### src/rtl/core_pkg.sv
// Shared definitions for the WebAssembly-subset stack core: opcodes,
// trap codes, FSM state encoding and operand stack geometry.
package core_pkg;

   localparam int         STACK_DEPTH = 16;
   localparam int         SP_W        = 5;
   localparam logic [4:0] SP_FULL     = 5'd16;

   localparam logic [3:0] MEM_EXTRA_FULL = 4'd15;

   localparam logic [7:0] OP_UNREACHABLE = 8'h00;
   localparam logic [7:0] OP_NOP         = 8'h01;
   localparam logic [7:0] OP_END         = 8'h0B;
   localparam logic [7:0] OP_DROP        = 8'h1A;
   localparam logic [7:0] OP_I32_CONST   = 8'h41;
   localparam logic [7:0] OP_I64_CONST   = 8'h42;
   localparam logic [7:0] OP_I32_EQZ     = 8'h45;
   localparam logic [7:0] OP_I32_EQ      = 8'h46;
   localparam logic [7:0] OP_I64_EQZ     = 8'h50;
   localparam logic [7:0] OP_I64_EQ      = 8'h51;
   localparam logic [7:0] OP_I32_ADD     = 8'h6A;
   localparam logic [7:0] OP_I32_SUB     = 8'h6B;
   localparam logic [7:0] OP_I64_ADD     = 8'h7C;
   localparam logic [7:0] OP_I64_SUB     = 8'h7D;

   localparam logic [3:0] TRAP_NONE        = 4'd0;
   localparam logic [3:0] TRAP_UNREACHABLE = 4'd1;
   localparam logic [3:0] TRAP_ILLEGAL     = 4'd2;
   localparam logic [3:0] TRAP_UNDERFLOW   = 4'd3;
   localparam logic [3:0] TRAP_OVERFLOW    = 4'd4;
   localparam logic [3:0] TRAP_MEM         = 4'd5;

   typedef enum logic [1:0] {
      ST_FETCH = 2'd0,
      ST_EXEC  = 2'd1,
      ST_HALT  = 2'd2
   } state_t;

   // i32 results live zero-extended in the 64-bit stack slots.
   function automatic logic [63:0] zext32(input logic [31:0] v);
      return {32'd0, v};
   endfunction

endpackage

### src/rtl/leb128_decode.sv
// Combinational signed LEB128 decoder. The window holds the immediate's
// first byte in [7:0]. Up to 10 bytes are examined; len is the encoded
// length in bytes, or 0 when no terminating byte appears within 10 bytes.
module leb128_decode (
   input  logic [127:0] window,
   output logic [63:0]  value,
   output logic [3:0]   len
);

   logic [63:0] value_s;
   logic [3:0]  len_s;
   logic        done_s;
   logic        sign_s;
   logic        unused_window_s;

   assign unused_window_s = ^window[127:80];

   // Accumulate 7-bit groups up to the first byte without continuation bit, then sign-extend.
   always_comb begin
      value_s = 64'd0;
      len_s   = 4'd0;
      done_s  = 1'b0;
      sign_s  = 1'b0;
      for (int i = 0; i < 10; i++) begin
         if (!done_s) begin
            value_s = value_s | ({57'd0, window[8*i +: 7]} << (7*i));
            if (window[8*i+7] == 1'b0) begin
               done_s = 1'b1;
               len_s  = 4'(i + 1);
               sign_s = window[8*i+6];
            end else begin
               done_s = 1'b0;
            end
         end else begin
            done_s = 1'b1;
         end
      end
      if (done_s && sign_s && (len_s < 4'd10)) begin
         value_s = value_s | ({64{1'b1}} << (7*int'(len_s)));
      end else begin
         value_s = value_s;
      end
   end

   assign value = value_s;
   assign len   = len_s;

endmodule

### src/rtl/core.sv
// WebAssembly-subset stack machine: FETCH presents pc with a 16-byte
// window to the synchronous ROM, EXEC decodes the returned bytes and
// updates the 16 x 64-bit operand stack. Any trap or `end` halts the core
// until reset. Optional macro CORE_I64_EN adds the i64 const/eqz/eq/add/sub
// opcodes; without it those opcodes trap as illegal.
module core
   import core_pkg::*;
#(
   parameter int MEM_DEPTH = 4
) (
   input  logic                 clk,
   input  logic                 reset,
   output logic [63:0]          result,
   output logic                 result_empty,
   output logic [3:0]           trap,
   output logic [MEM_DEPTH:0]   mem_addr,
   output logic [3:0]           mem_extra,
   input  logic [127:0]         mem_data,
   input  logic                 mem_error
);

   localparam int AW = MEM_DEPTH + 1;

   // Declaration initialisers match the reset values so that the core
   // starts correctly even if reset is never asserted.
   state_t          state_r = ST_FETCH;
   logic [AW-1:0]   pc_r    = {AW{1'b0}};
   logic [SP_W-1:0] sp_r    = 5'd0;
   logic [3:0]      trap_r  = 4'd0;
   logic [63:0]     stack_r [STACK_DEPTH];

   logic [7:0]      opcode_s;
   logic [63:0]     leb_val_s;
   logic [3:0]      leb_len_s;
   logic [4:0]      sp_m1_s;
   logic [4:0]      sp_m2_s;
   logic [63:0]     top_s;
   logic [63:0]     sec_s;
   logic [1:0]      pops_s;
   logic            push_s;
   logic [63:0]     push_val_s;
   logic [3:0]      pc_step_s;
   logic [3:0]      op_trap_s;
   logic            end_s;
   logic [4:0]      sp_base_s;
   logic [4:0]      sp_after_s;
   logic [3:0]      exec_trap_s;

   assign opcode_s = mem_data[7:0];

   leb128_decode u_leb (
      .window ({8'd0, mem_data[127:8]}),
      .value  (leb_val_s),
      .len    (leb_len_s)
   );

   assign sp_m1_s    = sp_r - 5'd1;
   assign sp_m2_s    = sp_r - 5'd2;
   assign top_s      = stack_r[sp_m1_s[3:0]];
   assign sec_s      = stack_r[sp_m2_s[3:0]];
   assign sp_base_s  = sp_r - {3'd0, pops_s};
   assign sp_after_s = sp_base_s + {4'd0, push_s};

`ifndef CORE_I64_EN
   logic unused_hi_s;
   assign unused_hi_s = ^{leb_val_s[63:32], sec_s[63:32]};
`endif

   // Decode the opcode byte into stack effect, pushed value, pc step and opcode-level trap.
   always_comb begin
      pops_s     = 2'd0;
      push_s     = 1'b0;
      push_val_s = 64'd0;
      pc_step_s  = 4'd1;
      op_trap_s  = TRAP_NONE;
      end_s      = 1'b0;
      case (opcode_s)
         OP_UNREACHABLE: op_trap_s = TRAP_UNREACHABLE;
         OP_NOP:         pc_step_s = 4'd1;
         OP_END:         end_s = 1'b1;
         OP_DROP:        pops_s = 2'd1;
         OP_I32_CONST: begin
            if ((leb_len_s != 4'd0) && (leb_len_s <= 4'd5)) begin
               push_s     = 1'b1;
               push_val_s = zext32(leb_val_s[31:0]);
               pc_step_s  = 4'd1 + leb_len_s;
            end else begin
               op_trap_s  = TRAP_ILLEGAL;
            end
         end
         OP_I32_EQZ: begin
            pops_s     = 2'd1;
            push_s     = 1'b1;
            push_val_s = zext32({31'd0, top_s[31:0] == 32'd0});
         end
         OP_I32_EQ: begin
            pops_s     = 2'd2;
            push_s     = 1'b1;
            push_val_s = zext32({31'd0, sec_s[31:0] == top_s[31:0]});
         end
         OP_I32_ADD: begin
            pops_s     = 2'd2;
            push_s     = 1'b1;
            push_val_s = zext32(sec_s[31:0] + top_s[31:0]);
         end
         OP_I32_SUB: begin
            pops_s     = 2'd2;
            push_s     = 1'b1;
            push_val_s = zext32(sec_s[31:0] - top_s[31:0]);
         end
`ifdef CORE_I64_EN
         OP_I64_CONST: begin
            if (leb_len_s != 4'd0) begin
               push_s     = 1'b1;
               push_val_s = leb_val_s;
               pc_step_s  = 4'd1 + leb_len_s;
            end else begin
               op_trap_s  = TRAP_ILLEGAL;
            end
         end
         OP_I64_EQZ: begin
            pops_s     = 2'd1;
            push_s     = 1'b1;
            push_val_s = {63'd0, top_s == 64'd0};
         end
         OP_I64_EQ: begin
            pops_s     = 2'd2;
            push_s     = 1'b1;
            push_val_s = {63'd0, sec_s == top_s};
         end
         OP_I64_ADD: begin
            pops_s     = 2'd2;
            push_s     = 1'b1;
            push_val_s = sec_s + top_s;
         end
         OP_I64_SUB: begin
            pops_s     = 2'd2;
            push_s     = 1'b1;
            push_val_s = sec_s - top_s;
         end
`endif
         default: op_trap_s = TRAP_ILLEGAL;
      endcase
   end

   // Prioritise the trap cause: fetch error, then opcode trap, then stack bounds.
   always_comb begin
      exec_trap_s = TRAP_NONE;
      if (mem_error) begin
         exec_trap_s = TRAP_MEM;
      end else if (op_trap_s != TRAP_NONE) begin
         exec_trap_s = op_trap_s;
      end else if ({3'd0, pops_s} > sp_r) begin
         exec_trap_s = TRAP_UNDERFLOW;
      end else if (sp_after_s > SP_FULL) begin
         exec_trap_s = TRAP_OVERFLOW;
      end else begin
         exec_trap_s = TRAP_NONE;
      end
   end

   // Instruction sequencer: FETCH/EXEC alternation, stack and pc commit, halt on trap or end.
   always_ff @(posedge clk) begin
      if (reset) begin
         state_r <= ST_FETCH;
         pc_r    <= {AW{1'b0}};
         sp_r    <= 5'd0;
         trap_r  <= TRAP_NONE;
      end else begin
         case (state_r)
            ST_FETCH: state_r <= ST_EXEC;
            ST_EXEC: begin
               if (exec_trap_s != TRAP_NONE) begin
                  trap_r  <= exec_trap_s;
                  state_r <= ST_HALT;
               end else if (end_s) begin
                  state_r <= ST_HALT;
               end else begin
                  if (push_s) begin
                     stack_r[sp_base_s[3:0]] <= push_val_s;
                  end
                  sp_r    <= sp_after_s;
                  pc_r    <= pc_r + AW'(pc_step_s);
                  state_r <= ST_FETCH;
               end
            end
            ST_HALT:  state_r <= ST_HALT;
            default:  state_r <= ST_FETCH;
         endcase
      end
   end

   assign mem_addr     = pc_r;
   assign mem_extra    = MEM_EXTRA_FULL;
   assign trap         = trap_r;
   assign result_empty = (sp_r == 5'd0);
   assign result       = (sp_r == 5'd0) ? 64'd0 : top_s;

endmodule

### config.mk
export PLATFORM = sky130hd
export DESIGN_NAME = core
export DESIGN_NICKNAME = d
export VERILOG_FILES = /design/src/rtl/core_pkg.sv /design/src/rtl/leb128_decode.sv /design/src/rtl/core.sv
export SDC_FILE = /design/constraint.sdc
export NUM_CORES = 1
export LEC_CHECK = 0
export CAP_MARGIN = 5
export CORE_MARGIN = 2
export CORE_UTILIZATION = 25
export CTS_BUF_LIST = sky130_fd_sc_hd__clkbuf_2 sky130_fd_sc_hd__clkbuf_4 sky130_fd_sc_hd__clkbuf_8
export DETAILED_ROUTE_END_ITERATION = 6
export HOLD_SLACK_MARGIN = 0.1
export PLACE_DENSITY_LB_ADDON = 0.08
export SYNTH_ARGS = -nofsm -noshare
export SYNTH_HDL_FRONTEND = slang
export SYNTH_SLANG_ARGS = --single-unit
### constraint.sdc
create_clock -name clk -period 10 [get_ports clk]
set_clock_uncertainty 0.15 [all_clocks]
set_input_delay 1 -clock clk [delete_from_list [all_inputs] [get_ports clk]]
set_output_delay 1 -clock clk [all_outputs]
set_load 0.02 [all_outputs]
==> out/summary.txt, run 1 <==
commonest non-fill, non-tap cell in the layout: edfxtp_1
Pre-Repair DR Iteration Count: 5
Port Buffers: 99
Ys Warns: 0
die height: 348 um
predominant post-synthesis flop cell: edfxtp_1
post-CTS resize count: 0
Slew headroom: 29.2%
Overall Power: 4.63 mW
Core ar.: 118000 sq um
Iter 0 DRT Violations: 1484
Synth async-reset ratio: 0%
layout cells sized above 1: 28.0%
drt wl/cell: 28.3 um
Hold Path Cell Cnt: 1
unrepaired setup endpoints after global routing: no
Worst-Skew Late Latency: 0.72 ns
DR vias: 18900
Worst VDD drop: 0.0707 mV
Non-Filler Instances: 3673
library cells used by synthesis: 81
crit path max fanout: 18
ANT nets after route: 0
Power Density: 133 nW/um^2
largest net degree at the start of global routing: 92
crit path launch type: input port
final hold slack: 0.308 ns
status: finished, final reports clean
Die W: 348 um
total congestion overflow: 0
Post-Synthesis Cells: 1921
CP endpoint kind: flip-flop
vias in the first global route: 19500
H-Tree Depth: 3
final wirelength: 104000 um
critical setup path kind: in2reg
reg2reg path depth: 15
Max Fclk: 0.118 GHz
Detail Placement HPWL: 70800 um
max-cap check violation count: 0
placed cell count: 3499
Pins Over Slew Limit: 0
Setup Buffers After CTS: 0
sequential fraction of the synthesis area: 53.0%
Initial Utilization: 25.1%
most frequent cells in the layout: edfxtp_1 (512), mux4_2 (319), nor2_1 (115)
gp weighted congestion: 0.852
minimum clock period: 8.48 ns
die area: 121000 sq um
FP Rows: 126
leakage: 11.1 nW
Top-Level Pins: 209
first-pass GRT wire length: 149000 um
synthesis-stage register bit count: 527
Final #Nets: 2287
Clk pin slew, worst setup/hold paths: 0.06 ns
initial antenna violation count: 4
CP required: 10.14 ns
Avg Cell Area, Syn: 15.4 sq um
vias per cell: 5.16
DRC errors left: 0
setup TNS: 0 ns
Synth Cell Area: 29600 sq um
period utilization: 84.8%
worst slew pin tran: 1.05 ns
Slowest Stage Delay on Critical Path: 0.79 ns
Hold WC Path Type: reg2reg
CTS root buf: clkbuf_8
CP most frequent cell: ha_1
hold buffer count at CTS: 0
CTS Buf Count: 96
CTS tree: built
Crit-path slowest cell: clkdlybuf4s50_1
GRT Total Usage: 17.1%
Hold Vio Cnt, Final: 0
Setup Viol. Count Final: 0
number of synthesized flops with an enable pin: 512
CTS Buffer Depth: 3
Layout Utilization: 29.5%
area delta synth->final: 17.3%
crit path DAT: 8.62 ns
Cell Chain, Critical Path: clkdlybuf4s50_1, nand3_1, a311oi_1, a2bb2oi_1, inv_1, ha_1, nand2b_1, o41ai_1, a211oi_2, buf_4, nor3_1, inv_1, ha_1, ha_1, nand2b_1, o311a_1, nor3_1, a211oi_1, or4b_4, or3_4, nor4b_2, nand2_1, nor2_4, buf_4
Sink Count: 527
## Yosys cell counts (8+ instances only)
cell      instances  area, sq um
edfxtp_1        512        15400
mux4_2          319         7180
nor2_1          132          495
a21oi_1          98          490
ha_1             86         1080
inv_1            83          312
clkbuf_1         82          308
nand2_1          68          255
o21ai_0          57          285
buf_4            38          285
nand3_1          28          140
nor3_1           28          140
buf_2            26          130
o22ai_1          21          131
nand2b_1         20          125
a21o_1           15          113
buf_1            15         56.3
dfxtp_1          15          300
a221oi_1         14          123
nor2b_1          14         87.6
nor4_1           13         81.3
o21bai_1         13         97.6
and3_1           11         68.8
o221ai_1         11         96.3
xnor2_1          11         96.3
and2_1           10         62.6
nand4_1          10         62.6
or3_1            10         62.6
fa_1              8          160
mux2i_1           8         80.1
o21a_1            8         60.1
## power breakdown
| part | switching (mW) | leakage (nW) | internal, mW |
|---|---|---|---|
| Combinational | 0.0982 | 5.15 | 0.0565 |
| Sequential | 0.00134 | 4.95 | 2.39 |
| Clock | 0.940 | 1.02 | 1.14 |
| Total | 1.04 | 11.1 | 3.59 |
## worst paths after layout
| kind | startpoint | end | slack (ns) |
|---|---|---|---|
| setup / recovery | mem_data[15] | stack_r[7][21]$_DFFE_PP_ | 1.52 |
| hold / removal | state_r[0]$_SDFF_PP0_ | state_r[0]$_SDFF_PP0_ | 0.31 |
| setup reg to reg | sp_r[0]$_SDFFE_PP0P_ | stack_r[4][30]$_DFFE_PP_ | 2.36 |
| hold reg to reg | state_r[0]$_SDFF_PP0_ | state_r[0]$_SDFF_PP0_ | 0.31 |
## cells by family (layout without fill, tap and decap cells)
group,after synthesis,count (layout),share of synthesized area [%]
other,2,38,0.0254
DFF,527,527,53.0
muxes,328,328,24.6
xor gates and xnor gates,18,18,0.605
adders and majority gates,94,94,4.18
buffers and inverters,246,426,3.74
and+or+nand+nor,369,369,6.11
AOI/OAI and AO/OA,337,337,7.74
## flip-flops by register name, indices dropped and copies added (netlist names)
signal,flops
sp_r,5
mem_addr,5
stack_r,512
state_r,2
trap,3
## critical path: cells and delay by family
kind,cells,cell delay [ns]
adder cells (fa/ha/maj),3,0.75
buffers and inverters,5,1.85
AO/OA/AOI/OAI,6,1.46
AND/OR/NAND/NOR,10,3.48
## area by class of cell
type,count,area [sq um]
diodes,1,2.50
clock buffers,129,1590
clock inverters,43,318
fillers,11700,83100
inverters,83,312
multi-input cells,1183,13100
flip-flops and latches,527,15700
well taps,1536,1920
repair buffers,171,1740
## metrics by stage
stage / worst slack (ns) / instance area (sq um)
2_1_floorplan: 2.54 / 29700
3_5_place_dp: 0.795 / 32800
4_1_cts: 1.50 / 34700
6_report: 1.52 / 34700
3_3_place_gp: 0.732 / 32800
5_1_grt: 0.972 / 34700
## layer usage
metal | share of wire (%) | wire length, um | track usage, %
met5 | 0 | 0 | 0
met2 | 47 | 48900 | 27.6
met4 | 2.0 | 2110 | 4.26
met3 | 4.4 | 4600 | 2.25
met1 | 47 | 48500 | 24.3
No activity file was read; power rests on OpenSTA's default activity.
==> run 2, diff against run 1 <==
- clock period: 10 -> 6.8 ns (I/O delays scaled with it)
==> run 2 against run 1 <==
Against the previous run: register-to-register slack worse by 2.1 ns; hold slack worse by 0.0036 ns; first-iteration DRC count up 19%; via count up 2.0%; sequential power up 47%; sequential cell count unchanged; cell area up 2.2%; count of clock-buffer cells in the layout down 6; routed wire length up 2.3%; sequential share of layout area down 0.97 points; non-clock buffer count up 68; global-route usage up 0.40 points.
==> out/summary.txt, run 2 (synthesis results as in run 1) <==
status: finished, final reports clean
final wirelength: 106000 um (+2.3%)
Die W: 348 um (unchanged)
gp weighted congestion: 0.880 (+3.3%)
Initial Utilization: 25.1% (unchanged)
Slowest Stage Delay on Critical Path: 1.02 ns (+0.23 ns)
fillers: 11700 (-0.13%)
Top-Level Pins: 209 (unchanged)
H-Tree Depth: 3 (unchanged)
reg-to-reg slack, setup: 0.30 ns (-2.06 ns)
Hold WC Path Type: reg2reg
minimum clock period: 6.50 ns
Setup Viol. Count Final: 0 (unchanged)
Cell Chain, Critical Path: buf_4, mux4_2, mux4_2, inv_1, ha_1, inv_1, fa_1, nor2b_1, o21a_1, o21bai_1, a2111oi_0, buf_4, o41ai_2, o211ai_1, a211o_1, o221a_2, o22ai_1
placed cell count: 3566 (+1.9%)
drt wl/cell: 28.4 um (+0.24%)
max FFs per register: 512 (unchanged)
Worst VDD drop: 0.117 mV (+66%)
period utilization: 95.6%
CP endpoint kind: flip-flop
CP required: 7.00 ns (-3.14 ns)
final hold slack: 0.304 ns (-0.00362 ns)
CTS Buf Count: 99 (+3.1%)
R2R Path End: stack_r[11][24]$_DFFE_PP_
Detail Placement HPWL: 74000 um (+4.5%)
Overall Power: 6.83 mW (+48%)
die area: 121000 sq um (unchanged)
Sink Count: 527 (unchanged)
reg2reg path depth: 17 (+2)
Setup Buffers After CTS: 0 (unchanged)
layout cells sized above 1: 29.9% (+1.9 points)
ANT nets after route: 0 (unchanged)
hold path startpoint: trap[1]$_SDFFE_PP0P_
Clk pin slew, worst setup/hold paths: 0.05 ns (about the same)
Crit-path slowest cell: o22ai_1
Power Density: 193 nW/um^2 (+44%)
Hold Vio Cnt, Final: 0 (unchanged)
GRT Total Usage: 17.5% (+0.40 points)
worst slew pin tran: 1.37 ns (+0.321 ns)
Slew headroom: 8.35% (-21 points)
crit path max fanout: 27 (+9)
Hold EP: trap[1]$_SDFFE_PP0P_
leakage: 11.5 nW (+3.2%)
hold buffer count at CTS: 0 (unchanged)
commonest non-fill, non-tap cell in the layout: edfxtp_1
Final #Nets: 2358 (+3.1%)
vias in the first global route: 20100 (+3.0%)
Pins Over Slew Limit: 0 (unchanged)
CTS root buf: clkbuf_8
critical setup path kind: reg2reg
crit path launch type: flip-flop
first-pass GRT wire length: 151000 um (+1.4%)
most frequent cells in the layout: edfxtp_1 (512), mux4_2 (319), nor2_1 (115)
max-cap check violation count: 0 (unchanged)
CTS Buffer Depth: 3 (unchanged)
CTS tree: built
Pre-Repair DR Iteration Count: 7 (+2)
FP Rows: 126 (unchanged)
area delta synth->final: 19.9%
unrepaired setup endpoints after global routing: no
Core ar.: 118000 sq um (unchanged)
Non-Filler Instances: 3747 (+2.0%)
DRC errors left: 0 (unchanged)
DR vias: 19300 (+2.0%)
total congestion overflow: 0 (unchanged)
Iter 0 DRT Violations: 1767 (+19%)
largest net degree at the start of global routing: 102 (+11%)
die height: 348 um (unchanged)
Hold Path Cell Cnt: 2 (+1)
initial antenna violation count: 9 (+5)
crit path DAT: 6.70 ns (-1.92 ns)
Max Fclk: 0.154 GHz
vias per cell: 5.16 (about the same)
Port Buffers: 99 (unchanged)
worst r2r src: sp_r[0]$_SDFFE_PP0P_
Worst-Skew Late Latency: 0.75 ns (+0.03 ns)
[run 2: cell types whose count changed in the layout (fill, tap and decap cells not counted), moves of 2 or more]
| cell | delta |
|---|---|
| clkinv_1 | +13 |
| clkinvlp_4 | +4 |
| clkinv_2 | -4 |
| buf_12 | +20 |
| buf_4 | +48 |
| inv_6 | -2 |
| o21ai_1 | +2 |
| clkbuf_4 | -6 |
[run 2: worst max-delay path, delay by kind of cell (launching register included)]
family	cells	cell delay (ns)
compound gates	8	2.88
mux	2	1.13
buf+inv	4	0.75
fa+ha+maj	2	0.64
flops	1	0.36
simple gates	1	0.16
[run 2: timing repair]
action,in CTS,in global routing
gates resized for setup,0,1
hold endpoints to repair,0,0
setup endpoints to repair,0,16
[run 2: where the power goes]
group          internal [mW]  switching [mW]
logic                 0.0938           0.183
clock network           1.61            1.42
registers               3.52         0.00188
total                   5.22            1.61
[run 2: how the worst max path moves through the flow]
stage / startpoint / endpoint / slack (ns) / depth (start not counted)
after floorplan: mem_data[15] / stack_r[10][0]$_DFFE_PP_ / -0.34 / 22
after global placement: mem_data[15] / stack_r[2][10]$_DFFE_PP_ / 0.01 / 25
after detailed placement: mem_data[15] / stack_r[2][10]$_DFFE_PP_ / 0.07 / 25
after CTS: sp_r[0]$_SDFFE_PP0P_ / stack_r[8][21]$_DFFE_PP_ / 0.28 / 14
after global routing: sp_r[0]$_SDFFE_PP0P_ / stack_r[14][21]$_DFFE_PP_ / 0.02 / 13
final: sp_r[0]$_SDFFE_PP0P_ / stack_r[11][24]$_DFFE_PP_ / 0.30 / 17
[run 2: per-layer routing]
layer,track usage (%),share of wire [%],vias to the layer above,wire (um)
li1,-,-,8241,-
met1,24.6,46,10300,49200
met2,28.0,47,637,49800
met3,3.13,5.1,120,5460
met4,3.99,1.9,2,1980
met5,0,0.012,-,13
[run 2: cell type report]
cell class | count | area (sq um) | share of cell area (%)
sequential | 527 | 15700 | 44.2
multi-input combinational | 1183 | 13100 | 37.0
timing repair buffer | 239 | 2500 | 7.06
tap | 1536 | 1920 | 5.42
clock buffer | 123 | 1550 | 4.37
clock inverter | 54 | 348 | 0.981
inverter | 83 | 312 | 0.879
antenna | 2 | 5.00 | 0.0141
[run 2: stage by stage]
step	instance area, sq um	util, %	setup WS, ns	setup TNS (ns)
6_report	35500	30.1	0.299	0
5_1_grt	35500	30.1	0.0197	0
4_1_cts	35400	30.1	0.281	0
3_5_place_dp	33500	28.5	0.0679	0
3_3_place_gp	33500	28.5	0.0110	0
2_1_floorplan	29800	-	-0.345	-150.12
==> run 3, diff against run 2 <==
- TNS_END_PERCENT: not set -> 1
==> run 3 against run 2 <==
Against the previous run: register-to-register slack better by 0.07 ns; global-route usage up 0.32 points; routed wire length up 1.7%; critical path type unchanged; largest power group unchanged.
==> out/summary.txt, run 3 (synthesis results as in run 1) <==
Slew headroom: 14.0% (+5.7 points)
Detail Placement HPWL: 75500 um (+2.1%)
vias in the first global route: 20000 (-0.55%)
CP endpoint: stack_r[4][21]$_DFFE_PP_
FP Rows: 126 (unchanged)
Clk pin slew, worst setup/hold paths: 0.06 ns (about the same)
max FFs per register: 512 (unchanged)
initial antenna violation count: 9 (unchanged)
worst slew pin tran: 1.29 ns (-0.0854 ns)
Power Density: 197 nW/um^2 (+2.3%)
crit path launch type: flip-flop
die area: 121000 sq um (unchanged)
leakage: 11.8 nW (+3.1%)
vias per cell: 5.13 (-0.50%)
CTS root buf: clkbuf_8
DR vias: 19400 (+0.61%)
Pins Over Slew Limit: 0 (unchanged)
Hold Vio Cnt, Final: 0 (unchanged)
Pre-Repair DR Iteration Count: 5 (-2)
Final #Nets: 2398 (+1.7%)
Sink Count: 527 (unchanged)
drt wl/cell: 28.6 um (+0.60%)
total congestion overflow: 0 (unchanged)
critical setup path kind: reg2reg
Non-Filler Instances: 3789 (+1.1%)
reg-to-reg slack, setup: 0.36 ns (+0.07 ns)
largest net degree at the start of global routing: 84 (-18%)
H-Tree Depth: 3 (unchanged)
CP endpoint kind: flip-flop
Iter 0 DRT Violations: 1571 (-11%)
gp weighted congestion: 0.853 (-3.1%)
Die W: 348 um (unchanged)
CTS Buf Count: 98 (-1.0%)
ANT nets after route: 0 (unchanged)
Setup crit start: sp_r[1]$_SDFFE_PP0P_
unrepaired setup endpoints after global routing: no
worst r2r src: sp_r[1]$_SDFFE_PP0P_
first-pass GRT wire length: 152000 um (+0.59%)
final wirelength: 108000 um (+1.7%)
Top-Level Pins: 209 (unchanged)
Max Fclk: 0.155 GHz (+1.0%)
Core ar.: 118000 sq um (unchanged)
R2R Path End: stack_r[4][21]$_DFFE_PP_
Initial Utilization: 25.1% (unchanged)
setup TNS: 0 ns (unchanged)
die height: 348 um (unchanged)
reg2reg path depth: 15 (-2)
Worst-Skew Late Latency: 0.79 ns (+0.04 ns)
Hold WC Path Type: reg2reg
commonest non-fill, non-tap cell in the layout: edfxtp_1
CTS tree: built
Final Cell Area: 36100 sq um (+1.7%)
status: finished, final reports clean
layout cells sized above 1: 31.9% (+1.9 points)
most frequent cells in the layout: edfxtp_1 (512), mux4_2 (319), buf_4 (135)
Setup Viol. Count Final: 0 (unchanged)
crit path DAT: 6.64 ns (-0.06 ns)
Worst VDD drop: 0.131 mV (+12%)
CP required: 7.00 ns (about the same)
area delta synth->final: 22.0%
minimum clock period: 6.44 ns (-0.0655 ns)
Port Buffers: 99 (unchanged)
crit path max fanout: 16 (-41%)
GRT Total Usage: 17.8% (+0.32 points)
max-cap check violation count: 0 (unchanged)
CTS Buffer Depth: 3 (unchanged)
DRC errors left: 0 (unchanged)
period utilization: 94.6% (-0.96 points)
placed cell count: 3605 (+1.1%)
Area after DPL: 33900 sq um (+1.2%)
## run 3: cell types whose count changed in the layout (fill, tap and decap cells not counted), sizes merged
| cell | before | now |
|---|---|---|
| buf | 140 | 181 |
| clkbuf | 123 | 113 |
| bufinv | 3 | 11 |
| clkinv | 43 | 46 |
| clkinvlp | 4 | 2 |
| inv | 87 | 89 |
## run 3: layout make-up
| cell class | count | area [sq um] |
|---|---|---|
| fill | 11600 | 81700 |
| sequential | 527 | 15700 |
| multi-input combinational | 1183 | 13100 |
| timing repair buffer | 280 | 2930 |
| tap | 1536 | 1920 |
| clock buffer | 113 | 1460 |
| clock inverter | 65 | 636 |
| inverter | 83 | 312 |
| antenna | 2 | 5.00 |
## run 3: per-layer routing
metal	track usage, %	wire, um	vias to the layer above
met5	0	34	-
met4	5.16	2470	4
met3	3.37	6620	126
met2	28.2	50300	717
met1	24.8	48900	10300
li1	-	-	8320
## run 3: how the worst min path moves through the flow
| stage | start | cells after the start | endpoint | slack, ns |
|---|---|---|---|---|
| CTS | state_r[0]$_SDFF_PP0_ | 1 | state_r[0]$_SDFF_PP0_ | 0.31 |
| global route | trap[1]$_SDFFE_PP0P_ | 2 | trap[1]$_SDFFE_PP0P_ | 0.34 |
| global placement | state_r[0]$_SDFF_PP0_ | 1 | state_r[0]$_SDFF_PP0_ | 0.29 |
| floorplan | state_r[0]$_SDFF_PP0_ | 1 | state_r[0]$_SDFF_PP0_ | 0.28 |
| finish | state_r[0]$_SDFF_PP0_ | 1 | state_r[0]$_SDFF_PP0_ | 0.31 |
| detailed placement | state_r[0]$_SDFF_PP0_ | 1 | state_r[0]$_SDFF_PP0_ | 0.30 |
## run 3: critical path: stages (launching register included)
cell and delay [ns]:
dfxtp_4 0.36, inv_1 0.10, ha_4 0.53, buf_12 0.24, buf_12 0.18, mux4_2 0.52, mux4_2 0.55, ha_1 0.34
buf_4 0.16, nor3_1 0.23, o21ai_0 0.19, a21oi_1 0.38, o32ai_2 0.20, o41a_1 0.53, o221a_2 0.32, o22ai_1 0.97
## run 3: power breakdown
part	internal, mW	switching, mW	total, mW
combinational	0.0903	0.159	0.249
clock	1.87	1.47	3.34
sequential	3.51	0.00188	3.52
total	5.48	1.63	7.11
## run 3: timing repair
| action | in CTS | in global routing |
|---|---|---|
| resized for setup | 0 | 2 |
| hold buffers | 0 | 0 |
| endpoints found under the hold margin | 0 | 0 |
| endpoints found under the setup margin | 0 | 32 |
| buffers inserted | 0 | 0 |
## run 3: metrics by stage
stage          util [%]  hold slack (ns)  worst slack (ns)  power [mW]
2_1_floorplan         -            0.281            -0.345        3.73
3_3_place_gp       28.8            0.294            -0.254        3.83
3_5_place_dp       28.8            0.302            -0.165        3.83
4_1_cts            30.6            0.311            0.0908        7.23
5_1_grt            30.6            0.344            0.0132        7.39
6_report           30.6            0.308             0.364        7.11
